**config.mk**
```make
export PLATFORM = sky130hd
export DESIGN_NAME = div_iterative_nr_flat
export DESIGN_NICKNAME = d
export VERILOG_FILES = /design/src/rtl/div_iterative_nr_if.sv /design/src/rtl/div_iterative_nr.sv /design/src/flat_wrapper.sv
export SDC_FILE = /design/constraint.sdc
export NUM_CORES = 1
export LEC_CHECK = 0
export ABC_AREA = 0
export BUFFER_PORTS_ARGS = -buffer_cell sky130_fd_sc_hd__buf_2
export CAP_MARGIN = 25
export CORE_MARGIN = 2
export CORE_UTILIZATION = 40
export DETAILED_ROUTE_END_ITERATION = 8
export GPL_TIMING_DRIVEN = 0
export RECOVER_POWER = 100
export SYNTH_ARGS = -nofsm -noshare
export SYNTH_HDL_FRONTEND = slang
export SYNTH_HIERARCHICAL = 1
export SYNTH_SLANG_ARGS = --single-unit
```
**constraint.sdc**
```tcl
create_clock -name clock -period 5 [get_ports clock]
set_clock_uncertainty 0.15 [all_clocks]
set_input_delay 0.75 -clock clock [delete_from_list [all_inputs] [get_ports clock]]
set_output_delay 0.75 -clock clock [all_outputs]
set_load 0.005 [all_outputs]
```
**src/rtl/div_iterative_nr_if.sv**
```systemverilog
// Request/response bundle between the decode stage (master) and the iterative divider (slave).
// Optional DIV_REMAINDER_EN adds the data_remainder response field.
interface div_iterative_nr_if #(parameter int WIDTH = 32);
  logic             ctrl_div;
  logic [WIDTH-1:0] data_operandA;
  logic [WIDTH-1:0] data_operandB;
  logic [WIDTH-1:0] data_result;
  logic             data_exception;
  logic             data_resultRDY;
`ifdef DIV_REMAINDER_EN
  logic [WIDTH-1:0] data_remainder;

  modport master (output ctrl_div, data_operandA, data_operandB,
                  input  data_result, data_exception, data_resultRDY, data_remainder);
  modport slave  (input  ctrl_div, data_operandA, data_operandB,
                  output data_result, data_exception, data_resultRDY, data_remainder);
`else
  modport master (output ctrl_div, data_operandA, data_operandB,
                  input  data_result, data_exception, data_resultRDY);
  modport slave  (input  ctrl_div, data_operandA, data_operandB,
                  output data_result, data_exception, data_resultRDY);
`endif
endinterface

```
**src/rtl/div_iterative_nr.sv**
```systemverilog
// Signed non-restoring divider, one quotient bit per clock, sign fix-up in a final cycle.
// Define DIV_REMAINDER_EN to add the corrected, dividend-signed remainder output.

// Conditional-invert-and-add: sum = a + b when sub=0, a - b when sub=1.
module div_addsub_stage #(parameter int W = 33) (
  input  logic [W-1:0] a,
  input  logic [W-1:0] b,
  input  logic         sub,
  output logic [W-1:0] sum
);
  assign sum = a + (b ^ {W{sub}}) + {{(W-1){1'b0}}, sub};
endmodule

module div_iterative_nr #(parameter int WIDTH = 32) (
  input  logic clock,
  input  logic reset,
  div_iterative_nr_if.slave bus
);
  localparam int CW = $clog2(WIDTH) + 1;
  localparam logic [CW-1:0] LAST = CW'(WIDTH - 1);

  typedef enum logic [1:0] {IDLE, RUN, FIX, DONE} state_e;

  state_e           state_q, state_d;
  logic [CW-1:0]    cnt_q, cnt_d;
  logic [WIDTH:0]   r_q, r_d;
  logic [WIDTH-1:0] q_q, q_d, d_q, d_d;
  logic             sign_q_q, sign_q_d;
  logic [WIDTH-1:0] result_q, result_d;
  logic             exc_q, exc_d, rdy_q, rdy_d;

  logic [WIDTH-1:0] a_mag, b_mag;
  logic [WIDTH:0]   r_shift, r_step;

  // Magnitudes are unsigned, so the most-negative operand maps to 2^(WIDTH-1) exactly.
  assign a_mag   = bus.data_operandA[WIDTH-1] ? -bus.data_operandA : bus.data_operandA;
  assign b_mag   = bus.data_operandB[WIDTH-1] ? -bus.data_operandB : bus.data_operandB;
  assign r_shift = {r_q[WIDTH-1:0], q_q[WIDTH-1]};

  div_addsub_stage #(.W(WIDTH+1)) u_step (
    .a   (r_shift),
    .b   ({1'b0, d_q}),
    .sub (~r_q[WIDTH]),
    .sum (r_step)
  );

`ifdef DIV_REMAINDER_EN
  logic             sign_r_q, sign_r_d;
  logic [WIDTH-1:0] rem_q, rem_d;
  logic [WIDTH:0]   r_fix, r_corr;

  // A negative partial remainder is restored by one more add of the divisor.
  div_addsub_stage #(.W(WIDTH+1)) u_fix (
    .a   (r_q),
    .b   ({1'b0, d_q}),
    .sub (1'b0),
    .sum (r_fix)
  );
  assign r_corr = r_q[WIDTH] ? r_fix : r_q;
  assign bus.data_remainder = rem_q;
`endif

  always_comb begin
    state_d  = state_q;
    cnt_d    = cnt_q;
    r_d      = r_q;
    q_d      = q_q;
    d_d      = d_q;
    sign_q_d = sign_q_q;
    result_d = result_q;
    exc_d    = exc_q;
    rdy_d    = 1'b0;
`ifdef DIV_REMAINDER_EN
    sign_r_d = sign_r_q;
    rem_d    = rem_q;
`endif
    // A start strobe aborts whatever is in flight, including a pending FIX.
    if (bus.ctrl_div) begin
      q_d      = a_mag;
      d_d      = b_mag;
      r_d      = '0;
      cnt_d    = '0;
      sign_q_d = bus.data_operandA[WIDTH-1] ^ bus.data_operandB[WIDTH-1];
`ifdef DIV_REMAINDER_EN
      sign_r_d = bus.data_operandA[WIDTH-1];
`endif
      if (bus.data_operandB == '0) begin
        state_d  = DONE;
        exc_d    = 1'b1;
        result_d = '0;
        rdy_d    = 1'b1;
`ifdef DIV_REMAINDER_EN
        rem_d    = '0;
`endif
      end else begin
        state_d  = RUN;
      end
    end else begin
      case (state_q)
        RUN: begin
          r_d   = r_step;
          q_d   = {q_q[WIDTH-2:0], ~r_step[WIDTH]};
          cnt_d = cnt_q + 1'b1;
          if (cnt_q == LAST) state_d = FIX;
        end
        FIX: begin
          result_d = sign_q_q ? -q_q : q_q;
          exc_d    = 1'b0;
          rdy_d    = 1'b1;
          state_d  = DONE;
`ifdef DIV_REMAINDER_EN
          rem_d    = sign_r_q ? -r_corr[WIDTH-1:0] : r_corr[WIDTH-1:0];
`endif
        end
        DONE:    state_d = IDLE;
        default: state_d = state_q;
      endcase
    end
  end

  always_ff @(posedge clock) begin
    if (reset) begin
      state_q  <= IDLE;
      cnt_q    <= '0;
      r_q      <= '0;
      q_q      <= '0;
      d_q      <= '0;
      sign_q_q <= 1'b0;
      result_q <= '0;
      exc_q    <= 1'b0;
      rdy_q    <= 1'b0;
`ifdef DIV_REMAINDER_EN
      sign_r_q <= 1'b0;
      rem_q    <= '0;
`endif
    end else begin
      state_q  <= state_d;
      cnt_q    <= cnt_d;
      r_q      <= r_d;
      q_q      <= q_d;
      d_q      <= d_d;
      sign_q_q <= sign_q_d;
      result_q <= result_d;
      exc_q    <= exc_d;
      rdy_q    <= rdy_d;
`ifdef DIV_REMAINDER_EN
      sign_r_q <= sign_r_d;
      rem_q    <= rem_d;
`endif
    end
  end

  assign bus.data_result    = result_q;
  assign bus.data_exception = exc_q;
  assign bus.data_resultRDY = rdy_q;
endmodule

```
**src/flat_wrapper.sv**
```systemverilog
// flat-port wrapper written by rule: the top's interface ports become plain ports
module div_iterative_nr_flat 
#(parameter int WIDTH = 32)
  (clock, reset, bus_ctrl_div, bus_data_operandA, bus_data_operandB, bus_data_result, bus_data_exception, bus_data_resultRDY);
  div_iterative_nr_if #(.WIDTH(WIDTH)) bus_i ();
  input  logic clock;
  input  logic reset;
  input wire logic [$bits(bus_i.ctrl_div)-1:0] bus_ctrl_div;
  input wire logic [$bits(bus_i.data_operandA)-1:0] bus_data_operandA;
  input wire logic [$bits(bus_i.data_operandB)-1:0] bus_data_operandB;
  output wire logic [$bits(bus_i.data_result)-1:0] bus_data_result;
  output wire logic [$bits(bus_i.data_exception)-1:0] bus_data_exception;
  output wire logic [$bits(bus_i.data_resultRDY)-1:0] bus_data_resultRDY;
  assign bus_i.ctrl_div = bus_ctrl_div;
  assign bus_i.data_operandA = bus_data_operandA;
  assign bus_i.data_operandB = bus_data_operandB;
  assign bus_data_result = bus_i.data_result;
  assign bus_data_exception = bus_i.data_exception;
  assign bus_data_resultRDY = bus_i.data_resultRDY;
  div_iterative_nr #(.WIDTH(WIDTH)) u_core (.clock(clock), .reset(reset), .bus(bus_i));
endmodule
```
==> flow_summary_export.csv, run 1 <==
group,metric,value,unit
status,status,"finished, final reports clean",
worst_setup_path,path_buf_inv,3,
yosys,synth.most_common_cell,"dfxtp_1",
cts,hold_buffers,0,
grt,grt_pass1_vias,7882,
power_and_ir_drop,pwr_density_cell,341,nW/um^2
grt,overflow,0,
timing,relSlewSlack,43.0,%
cts,cts_max_path_buffers,2,
timing,layout_setup_ws,0.737,ns
worst_setup_path,worstSetupEndpointType,"flip-flop",
cts,cts_tree,"built",
worst_hold_path,holdPathEnd,"u_core/bus.data_exception",
worst_setup_path,crit_required,5.21,ns
power_and_ir_drop,max-vdd-ir-drop,180,uV
worst_setup_path,crit_fanout,10,
drt,ant_nets,0,
worst_hold_path,hp-class,"flip-flop to flip-flop",
yosys,synth_cell_types,73,
timing,setup_viol,0,
floorplan,rows,55,
drt,firstDrtPassIters,5,
floorplan,core,22800,um^2
cts,cts.root.buffer_cell,"clkbuf_16",
cts,cts_sinks,140,
drt,remaining_drc_errors,0,
floorplan,die_h,157,um
grt,grt_pass1_wl,42.4,mm
timing,max_freq,0.235,GHz
worst_hold_path,holdPathStages,2,
grt,grt_antenna_before_repair,0,
yosys,yosys.area.top_type,"dfxtp_1",
finish,area_growth,14.4,%
finish,n_fill_cell,2296,
cts,htreeDepth,4,
floorplan,ios,101,
power_and_ir_drop,p_leak,4.10,nW
worst_setup_path,reg2regPathDepth,13,
yosys,synth_nets,1186,
worst_hold_path,min-delay-start,"u_core/bus.data_exception",
worst_setup_path,r2r_start,"u_core/r_q[32]",
yosys,ys_ff_latch,140,
worst_setup_path,rr_endpoint,"u_core/r_q[29]",
cts,clk_pin_slew,0.07,ns
worst_setup_path,rrSetupSlack,0.74,ns
cts,clock_latency,0.43,ns
timing,period_share,85.3,%
timing,tns,0,ns
yosys,synth_top_cells_by_count,"dfxtp_1, xor2_1, nor2_1",
job,cap_violations,0,
placement,dp_slack,1.02,ns
worst_setup_path,cp_slowest_cell,"clkbuf_1",
floorplan,die-area,24600,um^2
yosys,synthesis.area,9360,um^2
placement,io_buffer_count,98,
worst_setup_path,worstPathCellList,"inv_1 -> clkbuf_1 -> clkbuf_1 -> xor2_1 -> ha_1 -> nand4_1 -> o221ai_1 -> a41oi_2 -> nor4_2 -> nor2_1 -> a311oi_1 -> mux2i_1 -> nor2_1",
grt,grt_max_degree,17,
drt,drt-initial-drc-count,716,
finish,nets,1303,
placement,post-dp-hpwl,21.0,mm
worst_setup_path,cp.arrival,4.48,ns
yosys,synth_edf_count,0,
worst_setup_path,path_class,"flip-flop to flip-flop",
worst_setup_path,cp_top_family,"compound AO/OA/AOI/OAI gates",
worst_setup_path,slowest_delay,0.66,ns
drt,routedWlPerCell,17.7,um
drt,vias_per_cell,5.56,
power_and_ir_drop,p_clk_share,34.9,%
timing,hold_viol,0,
yosys,seq_area_frac_synth,30.0,%
yosys,synth_ff_type,"dfxtp_1",
timing,worst_pin_slew,0.843,ns
worst_setup_path,worst-path-stages,13,
power_and_ir_drop,p_sw,1.29,mW
yosys,yosys-top-cells-area,"dfxtp_1, xor2_1, mux2i_1, ha_1, xnor2_1",
yosys,netlist_instances,1079,
yosys,ys.warnings.count,6,
finish,regArea,2800,um^2
timing,maxSlewViolCount,0,
finish,multi_input_area,6090,um^2
drt,num_vias,8466,
yosys,async_flop_share,0,%
cts,ctsResizeCount,0,
finish,drive_above_1_share,11.1,%
floorplan,initial_utilization,41.1,%
power_and_ir_drop,p_int,2.36,mW
power_and_ir_drop,p_sw_share,35.3,%
timing,min_period,4.26,ns
floorplan,die_w,157,um
cts,cts_setup_buffers,0,
cts,numCtsBuffers,17,
yosys,syn_area_per_cell,8.67,um^2
finish,n_antenna_cell,0,
worst_setup_path,worstSetupStartpointType,"flip-flop",
power_and_ir_drop,power_frac_seq,34.4,%
timing,rsz0062_at_grt,"false",
power_and_ir_drop,combinationalPowerShare,30.7,%
yosys,synth_top_area_share,30.0,%
drt,wl,26.9,mm
grt,grt_usage,22.0,%
placement,gp_congestion,0.882,
==> state kept, by name, summed over array words and instances, names as in the netlist <==
name,count
u_core/bus.data_exception,1
u_core/bus.data_result,32
u_core/bus.data_resultRDY,1
u_core/cnt_q,6
u_core/d_q,32
u_core/q_q,32
u_core/r_q,33
u_core/sign_q_q,1
u_core/state_q,2
==> how the worst max path moves through the flow <==
stage                                    start                         end  slack, ns
after CTS                       u_core/r_q[32]               u_core/q_q[0]        1.0
after detailed placement        u_core/r_q[32]               u_core/q_q[0]       1.02
final                           u_core/r_q[32]              u_core/r_q[29]       0.74
after global routing            u_core/r_q[32]              u_core/r_q[29]       0.45
after floorplan           bus_data_operandB[0]  u_core/bus.data_result[27]       1.49
after global placement          u_core/r_q[32]               u_core/q_q[0]       1.02
==> cells in the final DEF, fill, tap and decap left out, drive strengths merged, types with 8 or more instances in the layout <==
master,instances
xnor2,50
dfxtp,140
or2,11
inv,29
buf,80
a22o,28
o21ai,52
a211oi,41
a21o,8
nand2,60
nand2b,8
o31ai,36
xor2,100
ha,39
mux2i,65
or4,22
nor2,86
o41ai,21
nor2b,13
nand4,13
nor3,14
or3,24
nor4,9
o22ai,22
nand3,13
clkbuf,111
a21oi,42
==> through the flow <==
| stage | power (mW) | hold WS (ns) | utilization [%] | std cells | area (um^2) |
|---|---|---|---|---|---|
| final | 3.65 | 0.317 | 47.0 | 1522 | 10700 |
| after detailed placement | 2.40 | 0.304 | 44.9 | 1490 | 10200 |
| after CTS | 3.68 | 0.314 | 47.5 | 1522 | 10800 |
| after floorplan | 2.12 | 0.294 | - | 1079 | 9360 |
| after global routing | 3.85 | 0.343 | 47.0 | 1522 | 10700 |
| after global placement | 2.39 | 0.299 | 44.9 | 1490 | 10200 |
==> cell type report <==
| class | count | area share (%) |
|---|---|---|
| well taps | 313 | 3.66 |
| inverters | 21 | 0.736 |
| flip-flops and latches | 140 | 26.2 |
| plain buffers | 75 | 2.84 |
| clock buffers | 18 | 4.10 |
| repair buffers | 98 | 4.19 |
| multi-input cells | 843 | 56.9 |
| clock inverters | 14 | 1.39 |
==> power by group through the flow <==
| stage | Sequential, mW | Clock [mW] | Combinational, mW |
|---|---|---|---|
| 3_5_place_dp | 1.28 | 0 | 1.12 |
| 3_3_place_gp | 1.28 | 0 | 1.11 |
| 2_1_floorplan | 1.26 | 0 | 0.855 |
| 6_report | 1.26 | 1.27 | 1.12 |
| 4_1_cts | 1.26 | 1.30 | 1.13 |
| 5_1_grt | 1.27 | 1.34 | 1.24 |
==> logic make-up after synthesis <==
kind of cell,count (synthesis),share of synthesized area (%)
buffers and inverters,96,4.60
XOR/XNOR,150,14.0
multiplexers,67,7.33
other,1,0.0401
AO/OA/AOI/OAI,293,22.3
AND/OR/NAND/NOR,292,16.4
flip-flops,140,30.0
adder cells (fa/ha/maj),40,5.43
==> worst register-to-register path: stages (launching register included) <==
cell	delay, ns
dfxtp_1	0.31
inv_1	0.05
clkbuf_1	0.36
clkbuf_1	0.66
xor2_1	0.17
ha_1	0.42
nand4_1	0.13
o221ai_1	0.48
a41oi_2	0.30
nor4_2	0.48
nor2_1	0.14
a311oi_1	0.32
mux2i_1	0.13
nor2_1	0.10
==> routing by layer <==
layer	part of all wire [%]	vias up	global-route usage (%)
met2	41	250	32.0
met5	0	-	0
met3	6.3	28	3.83
met4	1.6	0	5.77
met1	51	3986	33.1
li1	-	4202	-
No activity file was read; power rests on OpenSTA's default activity.
==> run 2, diff against run 1 <==
--- a/config.mk
+++ b/config.mk
@@ -15,5 +15,4 @@
 export RECOVER_POWER = 100
 export SYNTH_ARGS = -nofsm -noshare
 export SYNTH_HDL_FRONTEND = slang
-export SYNTH_HIERARCHICAL = 1
 export SYNTH_SLANG_ARGS = --single-unit
==> run 2 against run 1 <==
  * Die area decreased by 6.3%
  * Clock-buffer cell count increased by 2
  * Via count decreased by 2.3%
  * Critical path type unchanged
  * Highest routed layer unchanged
==> flow_summary_export.csv, run 2 <==
group,metric,value,unit
status,status,"finished, final reports clean",
finish,layout_common_cells,"nand2_1, dfxtp_1, nor2_1, buf_2, xnor2_1",
cts,cts_max_path_buffers,2,
worst_setup_path,path_class,"flip-flop to flip-flop",
worst_setup_path,r2r_start,"u_core.r_q[32]",
timing,min_period,4.44,ns
grt,grt_usage,22.3,%
floorplan,core,21600,um^2
grt,grt_max_degree,17,
finish,n_antenna_cell,0,
worst_setup_path,crit_start,"u_core.r_q[32]",
worst_setup_path,rr_endpoint,"u_core.r_q[25]",
power_and_ir_drop,power_frac_seq,36.5,%
timing,tns,0,ns
worst_setup_path,cp_slowest_cell,"clkbuf_1",
cts,cts_sinks,140,
timing,hold_viol,0,
yosys,yosys.area.top_type,"dfxtp_1",
timing,relSlewSlack,35.6,%
cts,cts.root.buffer_cell,"clkbuf_16",
timing,rsz0062_at_grt,"false",
worst_setup_path,worstSetupEndpointType,"flip-flop",
timing,worst_hold_slack,0.304,ns
timing,worst_pin_slew,0.967,ns
drt,vias_per_cell,5.53,
finish,final_common_cell,"nand2_1",
drt,wl_met3,1.54,mm
worst_setup_path,critPathCapture,"u_core.r_q[25]",
yosys,synth_edf_count,0,
grt,grt_pass1_wl,41.6,mm
yosys,async_flop_share,0,%
power_and_ir_drop,p_clk_share,37.2,%
yosys,synth_ff_type,"dfxtp_1",
worst_setup_path,rrSetupSlack,0.56,ns
cts,ctsResizeCount,0,
drt,remaining_drc_errors,0,
power_and_ir_drop,p_total,3.39,mW
power_and_ir_drop,p_leak,3.87,nW
worst_setup_path,crit_required,5.16,ns
finish,drive_above_1_share,9.87,%
timing,maxSlewViolCount,0,
power_and_ir_drop,p_sw,1.10,mW
floorplan,die_h,152,um
cts,hold_buffers,0,
power_and_ir_drop,combinationalPowerShare,26.3,%
drt,drt-initial-drc-count,530,
placement,io_buffer_count,98,
job,cap_violations,0,
drt,routed.top_layer,"met4",
worst_hold_path,hp-class,"flip-flop to flip-flop",
yosys,synth_top_cells_by_count,"nand2_1, dfxtp_1, nor2_1",
placement,post-dp-hpwl,19.6,mm
floorplan,initial_utilization,40.5,%
grt,grt_antenna_before_repair,0,
drt,dr_wl_met2,10.4,mm
finish,nets,1306,
placement,gp_congestion,0.904,
yosys,seq_area_frac_synth,32.0,%
floorplan,die_w,152,um
cts,htreeDepth,4,
timing,period_share,88.8,%
yosys,yosys-top-cells-area,"dfxtp_1, xnor2_1, xor2_1, nand2_1, ha_1",
drt,wl,25.7,mm
yosys,synth_nets,1189,
floorplan,die-area,23100,um^2
worst_setup_path,worstSetupStartpointType,"flip-flop",
timing,setup_viol,0,
drt,routedWlPerCell,17.2,um
cts,cts_tree,"built",
finish,area_growth,15.5,%
worst_setup_path,crit_fanout,10,
yosys,synth.most_common_cell,"nand2_1",
power_and_ir_drop,pwr_density_cell,336,nW/um^2
worst_setup_path,reg2regPathDepth,13,
drt,ant_nets,0,
drt,met1Wirelength,13.3,mm
yosys,synthesis.area,8750,um^2
yosys,syn_area_per_cell,8.06,um^2
cts,clk_pin_slew,0.06,ns
yosys,ys_ff_latch,140,
power_and_ir_drop,max-vdd-ir-drop,191,uV
drt,firstDrtPassIters,5,
yosys,ys.warnings.count,0,
grt,overflow,0,
floorplan,rows,54,
worst_setup_path,slowest_delay,0.67,ns
yosys,netlist_instances,1086,
worst_setup_path,worstPathCellList,"clkbuf_1 -> clkbuf_1 -> xnor2_1 -> ha_1 -> nand2_1 -> o31ai_1 -> o21ai_0 -> o211ai_1 -> a21oi_1 -> o31ai_1 -> a31oi_1 -> xnor2_1 -> a22o_1",
finish,largest_register_ffs,33,
drt,num_vias,8268,
cts,clock_latency,0.42,ns
power_and_ir_drop,p_sw_share,32.5,%
cts,cts_setup_buffers,0,
finish,n_fill_cell,2226,
power_and_ir_drop,p_int,2.29,mW
yosys,synth_top_area_share,32.0,%
cts,numCtsBuffers,17,
floorplan,ios,101,
yosys,synth_cell_types,55,
grt,grt_pass1_vias,7711,
timing,max_freq,0.225,GHz
finish,regMostFlops,"u_core.r_q",
worst_setup_path,cp.arrival,4.60,ns
## run 2: power groups by stage
stage / registers [mW] / clock network (mW) / logic [mW]
6_report: 1.24 / 1.26 / 0.891
5_1_grt: 1.25 / 1.33 / 1.00
2_1_floorplan: 1.24 / 0 / 0.667
3_5_place_dp: 1.26 / 0 / 0.878
3_3_place_gp: 1.26 / 0 / 0.877
4_1_cts: 1.24 / 1.28 / 0.888
## run 2: final cells by class
cell class	count	area, um^2	area share (%)
well taps	280	350	3.47
flip-flops and latches	140	2800	27.7
clock buffers	20	447	4.42
clock inverters	12	138	1.36
plain buffers	67	253	2.50
inverters	19	71.3	0.705
multi-input cells	860	5580	55.2
repair buffers	98	469	4.64
## run 2: metrics by stage
| step | std cells | worst slack [ns] | area, um^2 | utilization [%] |
|---|---|---|---|---|
| floorplan | 1086 | 1.42 | 8750 | - |
| finish | 1496 | 0.560 | 10100 | 46.8 |
| detailed placement | 1464 | 0.669 | 9590 | 44.4 |
| global placement | 1464 | 0.626 | 9590 | 44.4 |
| CTS | 1496 | 0.582 | 10200 | 47.1 |
| global route | 1496 | 0.270 | 10100 | 46.8 |
## run 2: logic make-up (layout without fill, tap and decap cells)
family / count (synthesis) / count (layout) / synth area share (%)
flip-flops: 140 / 140 / 32.0
XOR/XNOR: 149 / 149 / 14.9
AO/OA/AOI/OAI: 321 / 321 / 25.0
adder cells (fa/ha/maj): 36 / 36 / 5.23
buffers and inverters: 86 / 216 / 3.97
multiplexers: 8 / 8 / 0.915
AND/OR/NAND/NOR: 346 / 346 / 17.9
## run 2: critical path: cells and delay by family (launching register included)
kind	cells	cell delay, ns
simple gates	1	0.06
compound gates	7	2.10
buf+inv	2	0.96
flops	1	0.31
fa+ha+maj	1	0.37
xor+xnor	2	0.38
## run 2: worst min-delay path by stage
stage	from	end	slack (ns)	depth (start not counted)
finish	u_core.bus.data_result[17]	u_core.bus.data_result[17]	0.30	1
global route	u_core.r_q[13]	u_core.r_q[13]	0.32	2
CTS	u_core.bus.data_exception	u_core.bus.data_exception	0.31	2
detailed placement	u_core.bus.data_result[3]	u_core.bus.data_result[3]	0.29	1
global placement	u_core.bus.data_result[12]	u_core.bus.data_result[12]	0.29	1
floorplan	u_core.r_q[11]	u_core.r_q[11]	0.29	2
## run 2: layer usage
metal | up-vias | global-route usage [%]
li1 | 4140 | -
met3 | 29 | 4.34
met1 | 3872 | 33.5
met5 | - | 0
met4 | 0 | 6.76
met2 | 227 | 31.9
